<file path="src/rtl/bit_population_counter_pkg.sv">
// bit_population_counter_pkg: derives count width, latency and padded tree width from the input width
package bit_population_counter_pkg;
  function automatic int out_w(input int width);
    return $clog2(width) + 1;
  endfunction
  function automatic int lat(input int width);
    return $clog2(width) + 1;
  endfunction
  function automatic int pad_w(input int width);
    return 1 << $clog2(width);
  endfunction
endpackage

</file>
<file path="src/rtl/bit_population_counter_adder_level.sv">
// bit_population_counter_adder_level: one registered adder-tree level, pairs of W-bit operands into W+1-bit sums
module bit_population_counter_adder_level #(
  parameter int N = 2,
  parameter int W = 1
) (
  input  logic                     clk,
  input  logic                     rst_n,
  input  logic                     valid,
  input  logic [N*W-1:0]           operands,
  output logic [(N/2)*(W+1)-1:0]   sums,
  output logic                     sum_valid
);
  localparam int S = W + 1;
  // sums only move with a valid word so the final level holds its last result
  always_ff @(posedge clk or negedge rst_n)
    if (!rst_n) begin
      sums      <= '0;
      sum_valid <= 1'b0;
    end else begin
      sum_valid <= valid;
      if (valid)
        for (int i = 0; i < N / 2; i++)
          sums[i*S +: S] <= S'(operands[2*i*W +: W]) + S'(operands[(2*i+1)*W +: W]);
    end
endmodule

</file>
<file path="src/rtl/bit_population_counter.sv">
// bit_population_counter: fully pipelined popcount, input register followed by a registered binary adder tree
module bit_population_counter
  import bit_population_counter_pkg::*;
#(
  parameter int  WIDTH = 8,
  localparam int OUT_W = out_w(WIDTH),
  localparam int LAT   = lat(WIDTH)
) (
  input  logic             clk_i,
  input  logic             srst_i,
  input  logic [WIDTH-1:0] data_i,
  input  logic             data_val_i,
  output logic [OUT_W-1:0] data_o,
  output logic             data_val_o
);
  localparam int P = pad_w(WIDTH);
  localparam int L = LAT - 1;
  for (genvar k = 0; k <= L; k++) begin : g
    logic [(P>>k)*(k+1)-1:0] ops;
    logic                    val;
    if (k == 0) begin : s
      // zero-extension to the padded width keeps padding bits out of the count
      always_ff @(posedge clk_i or negedge srst_i)
        if (!srst_i) begin
          ops <= '0;
          val <= 1'b0;
        end else begin
          val <= data_val_i;
          if (data_val_i) ops <= P'(data_i);
        end
    end else begin : s
      bit_population_counter_adder_level #(.N(P >> (k-1)), .W(k)) u_level (
        .clk      (clk_i),
        .rst_n    (srst_i),
        .valid    (g[k-1].val),
        .operands (g[k-1].ops),
        .sums     (ops),
        .sum_valid(val)
      );
    end
  end
  assign data_o     = g[L].ops;
  assign data_val_o = g[L].val;
endmodule

</file>
<file path="config.mk">
export PLATFORM = sky130hd
export DESIGN_NAME = bit_population_counter
export DESIGN_NICKNAME = d
export VERILOG_FILES = /design/src/rtl/bit_population_counter_pkg.sv /design/src/rtl/bit_population_counter_adder_level.sv /design/src/rtl/bit_population_counter.sv
export SDC_FILE = /design/constraint.sdc
export NUM_CORES = 1
export LEC_CHECK = 0
export CAP_MARGIN = 20
export CELL_PAD_IN_SITES_DETAIL_PLACEMENT = 1
export CELL_PAD_IN_SITES_GLOBAL_PLACEMENT = 1
export CORE_MARGIN = 4
export CORE_UTILIZATION = 41
export DETAILED_ROUTE_END_ITERATION = 16
export PLACE_DENSITY = 0.83
export RECOVER_POWER = 25
export SETUP_SLACK_MARGIN = 0.2
export SYNTH_ARGS = -nofsm -noshare
export SYNTH_HDL_FRONTEND = slang
export SYNTH_HIERARCHICAL = 1
export SYNTH_SLANG_ARGS = --single-unit
</file>
<file path="constraint.sdc">
create_clock -name clk_i -period 1.5 [get_ports clk_i]
set_input_delay 0.3 -clock clk_i [delete_from_list [all_inputs] [get_ports clk_i]]
set_output_delay 0.3 -clock clk_i [all_outputs]
set_load 0.01 [all_outputs]
</file>
# Word level (Yosys, flattened, before mapping)
# Index checks and enable logic that the tools add are counted.
# Widths: inputs -> output; s select.
[classes]
add_sub_neg = 7
n_mul = 0
div_mod_pow = 0
n_lt_le_gt_ge = 0
eq_ne = 0
shift = 0
n_mux = 0
n_bitwise = 0
n_reduce_logical = 0
[op_table]
columns = ["cell", "n"]
rows = [
  ["$add 1x1->2", 4],
  ["$add 2x2->3", 2],
  ["$add 3x3->4", 1],
]
[word_totals]
ff_bits = 30
latchBits = 0
ram_bits = 0
romBits = 0
in_bits = 11
elab_cells = 15
mem_count = 0

# Longest topological paths before layout
# Gate-level depths: netlist of the first run.
[logic_depth]
ltp_word = 1
depth_mapped = 5

# Cells and area by module
# Netlist of the first run, hierarchy kept.
[modules_own_cells]
columns = ["module", "n_inst", "cells_per_inst", "area_each_um2"]
rows = [
  ["bit_population_counter_adder_level (g[1].s.u_level)", 1, 22, 406.6],
  ["bit_population_counter", 1, 18, 356.6],
  ["bit_population_counter_adder_level (g[2].s.u_level)", 1, 23, 350.3],
  ["bit_population_counter_adder_level (g[3].s.u_level)", 1, 22, 275.3],
]

# Worst setup path before layout of the first run
# No wires, ideal clock.
[synth_path]
path_kind = "register to register"
startpoint = "register g[2].s.u_level.sums[0]"
endpoint = "register g[3].s.u_level.sums[2]"
setup_time_ps = 125
arrival_ps = 1259
required_time_ps = 1375
setup_slack_ps = 116
path_stages_with_launch = 6
path_buffers = 0
synth_period_minus_slack_ps = 1384
path_cell_list = "dfrtp_1 ha_1 inv_1 fa_1 xnor2_1 mux2_4"
[synth_between]
elab_chain_cells = 1
[synth_rtl]
columns = ["element", "line", "text"]
rows = [
  ["start: declaration", "bit_population_counter_adder_level.sv:10", "output logic [(N/2)*(W+1)-1:0] sums,"],
  ["start signal: indexed assignment", "bit_population_counter_adder_level.sv:23", "sums[i*S +: S] <= S'(operands[2*i*W +: W]) + S'(operands[(2*i+1)*W +: W]);"],
  ["$add 3x3->4", "bit_population_counter_adder_level.sv:23", ""],
  ["end signal: indexed assignment", "bit_population_counter_adder_level.sv:23", ""],
  ["end: declaration", "bit_population_counter_adder_level.sv:10", ""],
]
# Every way passes these cells.
# A chain may end at the register's enable or synchronous reset.

# Worst setup path in the final report of the first run
[layout_path]
startpoint = "register g[2].s.u_level.sums[3]"
endpoint = "register g[3].s.u_level.sums[2]"
# The elaborated chain is that of the path after synthesis.

==> results.json, run 1 <==
{
  "antennaDiodeCount": 0,
  "most_area_consuming_cells_after_synthesis": "dfrtp_1 54%, mux2_4 24%, ha_1 8.1%",
  "slew_headroom": 0.514,
  "cp_data_arrival_time_ps": 1610,
  "clock_tree_from_tritoncts": "done",
  "ys.warnings.count": 6,
  "path_cells": "ha_2 > inv_2 > fa_2 > xnor2_1 > mux2_4",
  "num_vias": 732,
  "clock.fmax_ghz": 0.712,
  "ctsLongestPathBuffers": 2,
  "critical_path.slowest_cell": "dfrtp_1",
  "powerDensity_nw_per_um2": 1470,
  "dieWidth_um": 66.2,
  "grt_start_max_net_pins": 31,
  "synthesized_nets": 108,
  "endpoint_kind": "flip-flop",
  "drt-wirelength-per-cell_um": 14.0,
  "cts.reportedPaths.clkPinSlew_ps": 80,
  "detailedPlacementHpwl_um": 1590,
  "setup_repair_after_global_routing_missed_its_margin": "yes",
  "ys_seq_elements": 30,
  "worst_hold_path_type": "reg2reg",
  "synthDistinctLibCells": 12,
  "cell_area_reported_after_detailed_placement_um2": 1580,
  "finalCritPeriodShare": 0.936,
  "cts-hold-fix-buffers": 0,
  "numPortBuffers": 15,
  "cts_root_buffer": "clkbuf_4",
  "placementRows": 20,
  "syn_avg_cell_area_um2": 16.3,
  "power.ir.vdd_worst_v": 0.000552,
  "crit_path_max_incr_delay_ps": 360,
  "ioPinCount": 16,
  "drt-initial-drc-count": 23,
  "numCtsBuffers": 5,
  "final_design_area_no_fill_um2": 1690,
  "starting_density": 0.440,
  "report.final.slew_viol_count": 0,
  "antenna_nets_post_route": 0,
  "fin_tns_setup_ps": 0,
  "final_layout_size_suffix_gt1_frac": 0.398,
  "clock-skew-final_ps": 3.05,
  "worstSetupPathType": "reg2reg",
  "final.min_clock_period_ps": 1400,
  "remaining_drc_errors": 0,
  "drt-total-wl_um": 2200,
  "via_per_inst": 4.66,
  "grt_first_pass_wirelength_um": 3760,
  "yosysTopAreaCellShare": 0.541,
  "fp.dieArea_um2": 4380,
  "nNetsFinal": 137,
  "timing.critical_path.fanout_max": 2,
  "power_leakage_uw": 0.000832,
  "synth_largest_area_cell": "dfrtp_1",
  "data_required_critical_path_ps": 1710,
  "global_route.usage.total": 0.119,
  "area_growth_pct": 21.5,
  "detailedRoute.firstPassIterationCount": 2,
  "setup_viol_count_final": 0,
  "gpl.final_weighted_congestion": 0.747,
  "first_global_vias": 832,
  "timing.final.hold_violations": 0,
  "core_region_area_um2": 3150,
  "status": "complete, no violations",
  "clock_sinks": 30,
  "vert_die_dim_um": 66.2,
  "syn_area_um2": 1390,
  "final_util": 0.535,
  "cts.htree.levels": 2,
  "clock_insertion_delay_worst_skew_ps": 320,
  "start_kind": "flip-flop",
  "grt_overflow_total": 0,
  "antenna_violations_before_repair": 0,
  "synth_cells": 85,
  "cap_violations": 0,
  "synth-seq-area-share": 0.541,
  "max_slew.worst_pin.slew_ps": 729
}
final timing paths:
path                                         from                        to  slack, ps  cells past startpoint
setup / recovery           g[2].s.u_level/sums[3]    g[3].s.u_level/sums[2]        100                      5
hold / removal             g[3].s.u_level/sums[0]    g[3].s.u_level/sums[0]        520                      1
setup reg to reg           g[2].s.u_level/sums[3]    g[3].s.u_level/sums[2]        100                      5
hold reg to reg            g[3].s.u_level/sums[0]    g[3].s.u_level/sums[0]        520                      1
max in group asynchronous                  srst_i    g[1].s.u_level/sums[6]        460                      2
min in group asynchronous                  srst_i  g[3].s.u_level/sum_valid        570                      2
registers in the layout (all words and copies together), names as in the netlist:
name                   count
g.s.u_level/sums          18
g.ops                      8
g.s.u_level/sum_valid      3
g.val                      1
cell usage after synthesis:
| cell type | count |
|---|---|
| xnor2_1 | 1 |
| nand2_1 | 1 |
| mux2_4 | 22 |
| o21ai_0 | 1 |
| buf_6 | 3 |
| clkbuf_2 | 1 |
| ha_1 | 9 |
| dfrtp_1 | 30 |
| a21oi_1 | 1 |
| mux2i_1 | 4 |
| fa_1 | 3 |
| inv_1 | 9 |
cell families (layout without fill, tap and decap cells):
family | Yosys count | in the layout | synth area share
AO/OA/AOI/OAI | 2 | 2 | 0.00720
XOR/XNOR | 1 | 1 | 0.00631
adder cells (fa/ha/maj) | 12 | 12 | 0.124
buffers and inverters | 13 | 41 | 0.0522
flip-flops | 30 | 30 | 0.541
multiplexers | 26 | 26 | 0.267
AND/OR/NAND/NOR | 1 | 1 | 0.00270
cells in the final DEF, fill, tap and decap left out, drive strengths merged, types with 3 or more instances in the layout:
| master | synthesis | layout |
|---|---|---|
| inv | 9 | 9 |
| buf | 3 | 9 |
| clkdlybuf4s50 | 0 | 9 |
| ha | 9 | 9 |
| mux2i | 4 | 4 |
| clkbuf | 1 | 9 |
| fa | 3 | 3 |
| dfrtp | 30 | 30 |
| mux2 | 22 | 22 |
| clkdlybuf4s15 | 0 | 4 |
power by group:
part	switching [uW]	internal (uW)
clock	251	211
combinational	324	562
sequential	130	997
total	705	1770
routing by layer:
metal | vias up | share of wire | GRT usage
li1 | 335 | - | -
met2 | 22 | 0.53 | 0.212
met1 | 373 | 0.39 | 0.116
met4 | 0 | 0.0073 | 0.0457
met5 | - | 0 | 0
met3 | 2 | 0.065 | 0.0595
through the flow:
stage / total power (uW) / setup WS (ps) / instances / hold WS (ps)
3_5_place_dp: 1940 / 67.6 / 142 / 497
2_1_floorplan: 1630 / 147 / 85 / 4.41
5_1_grt: 2670 / 19.9 / 157 / 529
6_report: 2470 / 96.0 / 157 / 516
3_3_place_gp: 1870 / 94.9 / 142 / 482
4_1_cts: 2450 / 98.4 / 152 / 378
worst max-delay path, delay by kind of cell, from the launching register on:
kind | cells | cell delay (ps)
flops | 1 | 360
xor+xnor | 1 | 130
mux | 1 | 250
fa+ha+maj | 2 | 510
buf+inv | 1 | 40
what timing repair did:
item                                   4_1_cts  5_1_grt
gates resized for setup                      8        6
setup buffers                                4        5
pin swaps                                    1        1
endpoints found under the hold margin        0        0
setup endpoints to repair                    9        8
cell type report:
class,instances,area (um2)
Sequential cell,30,751
Tap cell,44,55.1
Fill cell,335,1470
Clock buffer,6,51.3
Timing Repair Buffer,26,221
Inverter,9,33.8
Multi-Input combinational cell,42,576
Power figures use the tool's default switching activity.
==> inputs of run 2 (changes only) <==
--- a/config.mk
+++ b/config.mk
@@ -8,12 +8,15 @@
 export CAP_MARGIN = 20
 export CELL_PAD_IN_SITES_DETAIL_PLACEMENT = 1
 export CELL_PAD_IN_SITES_GLOBAL_PLACEMENT = 1
+export CORE_ASPECT_RATIO = 0.7
 export CORE_MARGIN = 4
 export CORE_UTILIZATION = 41
+export CTS_CLUSTER_DIAMETER = 40
 export DETAILED_ROUTE_END_ITERATION = 16
 export PLACE_DENSITY = 0.83
 export RECOVER_POWER = 25
 export SETUP_SLACK_MARGIN = 0.2
+export SKIP_LAST_GASP = 1
 export SYNTH_ARGS = -nofsm -noshare
 export SYNTH_HDL_FRONTEND = slang
 export SYNTH_HIERARCHICAL = 1
==> run 2 against run 1 <==
Sequential share of layout area fell by 1.2 points; design area increased by 2.7%; fmax is 1.3% lower; cell count down 5.1%; power grew 12%; largest power group unchanged; worst setup slack got worse by 18 ps; register-to-register slack worse by 20 ps; clock skew increased by 2.3 ps; via count decreased by 3.0%; utilization rose by 0.82 points.
==> results.json, run 2 (synthesis gave the netlist of run 1 again) <==
{
  "status": "complete, no violations",
  "r2r_cells": 5,
  "post_place_cells": 136,
  "largest_register_ff_count": 18,
  "detailedRoute.firstPassIterationCount": 2,
  "final-instance-count-excl-fill": 149,
  "area_growth_pct": 24.9,
  "cp_num_buf_inv": 1,
  "final_cell_mix": "30 x dfrtp_1, 22 x mux2_4, 8 x inv_1, 8 x clkdlybuf4s50_1, 7 x ha_1",
  "critical_path_depth": 5,
  "core_region_area_um2": 3190,
  "antenna_violations_before_repair": 0,
  "cts.htree.levels": 2,
  "cts.reportedPaths.clkPinSlew_ps": 60,
  "grt_overflow_total": 0,
  "drt-initial-drc-count": 26,
  "timing.critical_path.fanout_max": 2,
  "vert_die_dim_um": 56.7,
  "area.sequential_um2": 751,
  "ioPinCount": 16,
  "clock_insertion_delay_worst_skew_ps": 280,
  "fp.dieArea_um2": 4400,
  "clock_tree_from_tritoncts": "done",
  "clock-skew-final_ps": 5.33,
  "placementRows": 17,
  "critPathTopFamily": "adder cells",
  "power_leakage_uw": 0.000860,
  "finalCritPeriodShare": 0.948,
  "cts_root_buffer": "clkbuf_8",
  "crit_path_max_incr_delay_ps": 370,
  "whs_ps": 506,
  "gpl.final_weighted_congestion": 0.689,
  "final_layout_size_suffix_gt1_frac": 0.378,
  "max_slew.worst_pin.slew_ps": 731,
  "layout_top_registers": "g.s.u_level/sums: 18 flops, g.ops: 8 flops, g.s.u_level/sum_valid: 3 flops",
  "fillerInstances": 317,
  "power.ir.vdd_worst_v": 0.000592,
  "start_kind": "flip-flop",
  "numPortBuffers": 15,
  "numCtsBuffers": 5,
  "clock.fmax_ghz": 0.703,
  "remaining_drc_errors": 0,
  "setup_viol_count_final": 0,
  "drt-total-wl_um": 2150,
  "register_with_the_highest_flop_count": "g.s.u_level/sums",
  "mostFrequentLayoutCell": "dfrtp_1",
  "antennaDiodeCount": 0,
  "nNetsFinal": 134,
  "critical_path.slowest_cell": "dfrtp_1",
  "global_route.usage.total": 0.115,
  "final.min_clock_period_ps": 1420,
  "drt-wirelength-per-cell_um": 14.4,
  "data_required_critical_path_ps": 1670,
  "ctsLongestPathBuffers": 2,
  "grt_start_max_net_pins": 31,
  "path_cells": "ha_2 > inv_2 > fa_2 > xnor2_1 > mux2_4",
  "antenna_nets_post_route": 0,
  "grt_first_pass_wirelength_um": 3620,
  "num_vias": 710,
  "totalPowerFinal_uw": 2760,
  "endpoint_kind": "flip-flop",
  "min_path_cells": 2,
  "setup_repair_after_global_routing_missed_its_margin": "yes",
  "cap_violations": 0,
  "timing.final.hold_violations": 0,
  "first_global_vias": 748,
  "worst_hold_path_type": "reg2reg",
  "report.final.slew_viol_count": 0,
  "cts-hold-fix-buffers": 0,
  "fin_tns_setup_ps": 0,
  "via_per_inst": 4.77,
  "clock_sinks": 30,
  "final_util": 0.544,
  "worstSetupPathType": "reg2reg",
  "multi_input_comb_area_um2": 576,
  "detailedPlacementHpwl_um": 1550,
  "dieWidth_um": 77.6,
  "cp_data_arrival_time_ps": 1590,
  "powerDensity_nw_per_um2": 1590,
  "slew_headroom": 0.513,
  "starting_density": 0.435
}
==> run 2: changes by cell type in the layout (fill, tap and decap cells not counted), moves of 3 or more <==
| cell | previous run | this run |
|---|---|---|
| clkbuf_4 | 5 | 0 |
| dlygate4sd2_1 | 0 | 5 |
| clkbuf_8 | 1 | 6 |
| clkdlybuf4s15_1 | 4 | 0 |
| buf_4 | 9 | 6 |
==> run 2: worst register-to-register path, cell delays in order, from the launching register on <==
cell and delay [ps]:
dfrtp_1 370, ha_2 200, inv_2 40, fa_2 330
xnor2_1 130, mux2_4 250
==> run 2: area by class of cell <==
cell class | count | share of cell area
Clock buffer | 6 | 0.0476
Multi-Input combinational cell | 42 | 0.332
Clock inverter | 1 | 0.0173
Timing Repair Buffer | 23 | 0.123
Inverter | 9 | 0.0195
Sequential cell | 30 | 0.433
Tap cell | 38 | 0.0274
==> run 2: through the flow <==
step	setup slack (ps)	cell area [um2]
3_5_place_dp	77.7	1580
5_1_grt	48.9	1730
6_report	78.0	1730
4_1_cts	101	1720
3_3_place_gp	129	1580
2_1_floorplan	147	1400
==> run 2: path summary, 6_finish.rpt <==
path	startpoint	endpoint	slack, ps
worst max register to register	g[2].s.u_level/sums[3]	g[3].s.u_level/sums[2]	80
worst max-delay path	g[2].s.u_level/sums[3]	g[3].s.u_level/sums[2]	80
max in group asynchronous	srst_i	g[2].s.u_level/sums[0]	430
min in group asynchronous	srst_i	g[3].s.u_level/sums[2]	600
worst min-delay path	g[3].s.u_level/sums[3]	g[3].s.u_level/sums[3]	510
worst min register to register	g[3].s.u_level/sums[3]	g[3].s.u_level/sums[3]	510
==> run 2: report_power, final <==
group	switching (uW)	internal [uW]
Clock	290	531
Sequential	135	999
Combinational	297	512
==> run 2: repair_timing <==
item,in CTS,in global routing
pin swaps,1,1
hold endpoints to repair,0,0
setup endpoints to repair,9,4
setup buffers,4,2
resized for setup,7,0
==> run 2: layer usage <==
layer | GRT usage | part of all wire | up-vias
met4 | 0.0761 | 0.030 | 0
li1 | - | - | 335
met1 | 0.143 | 0.45 | 345
met2 | 0.160 | 0.45 | 23
met5 | 0 | 0 | -
met3 | 0.0513 | 0.063 | 7
==> inputs of run 3 (changes only) <==
--- a/config.mk
+++ b/config.mk
@@ -13,6 +13,7 @@
 export CORE_UTILIZATION = 41
 export CTS_CLUSTER_DIAMETER = 40
 export DETAILED_ROUTE_END_ITERATION = 16
+export GPL_ROUTABILITY_DRIVEN = 0
 export PLACE_DENSITY = 0.83
 export RECOVER_POWER = 25
 export SETUP_SLACK_MARGIN = 0.2
==> results of run 3 <==
The final DEF is identical to that of run 2; final timing and power are the same.
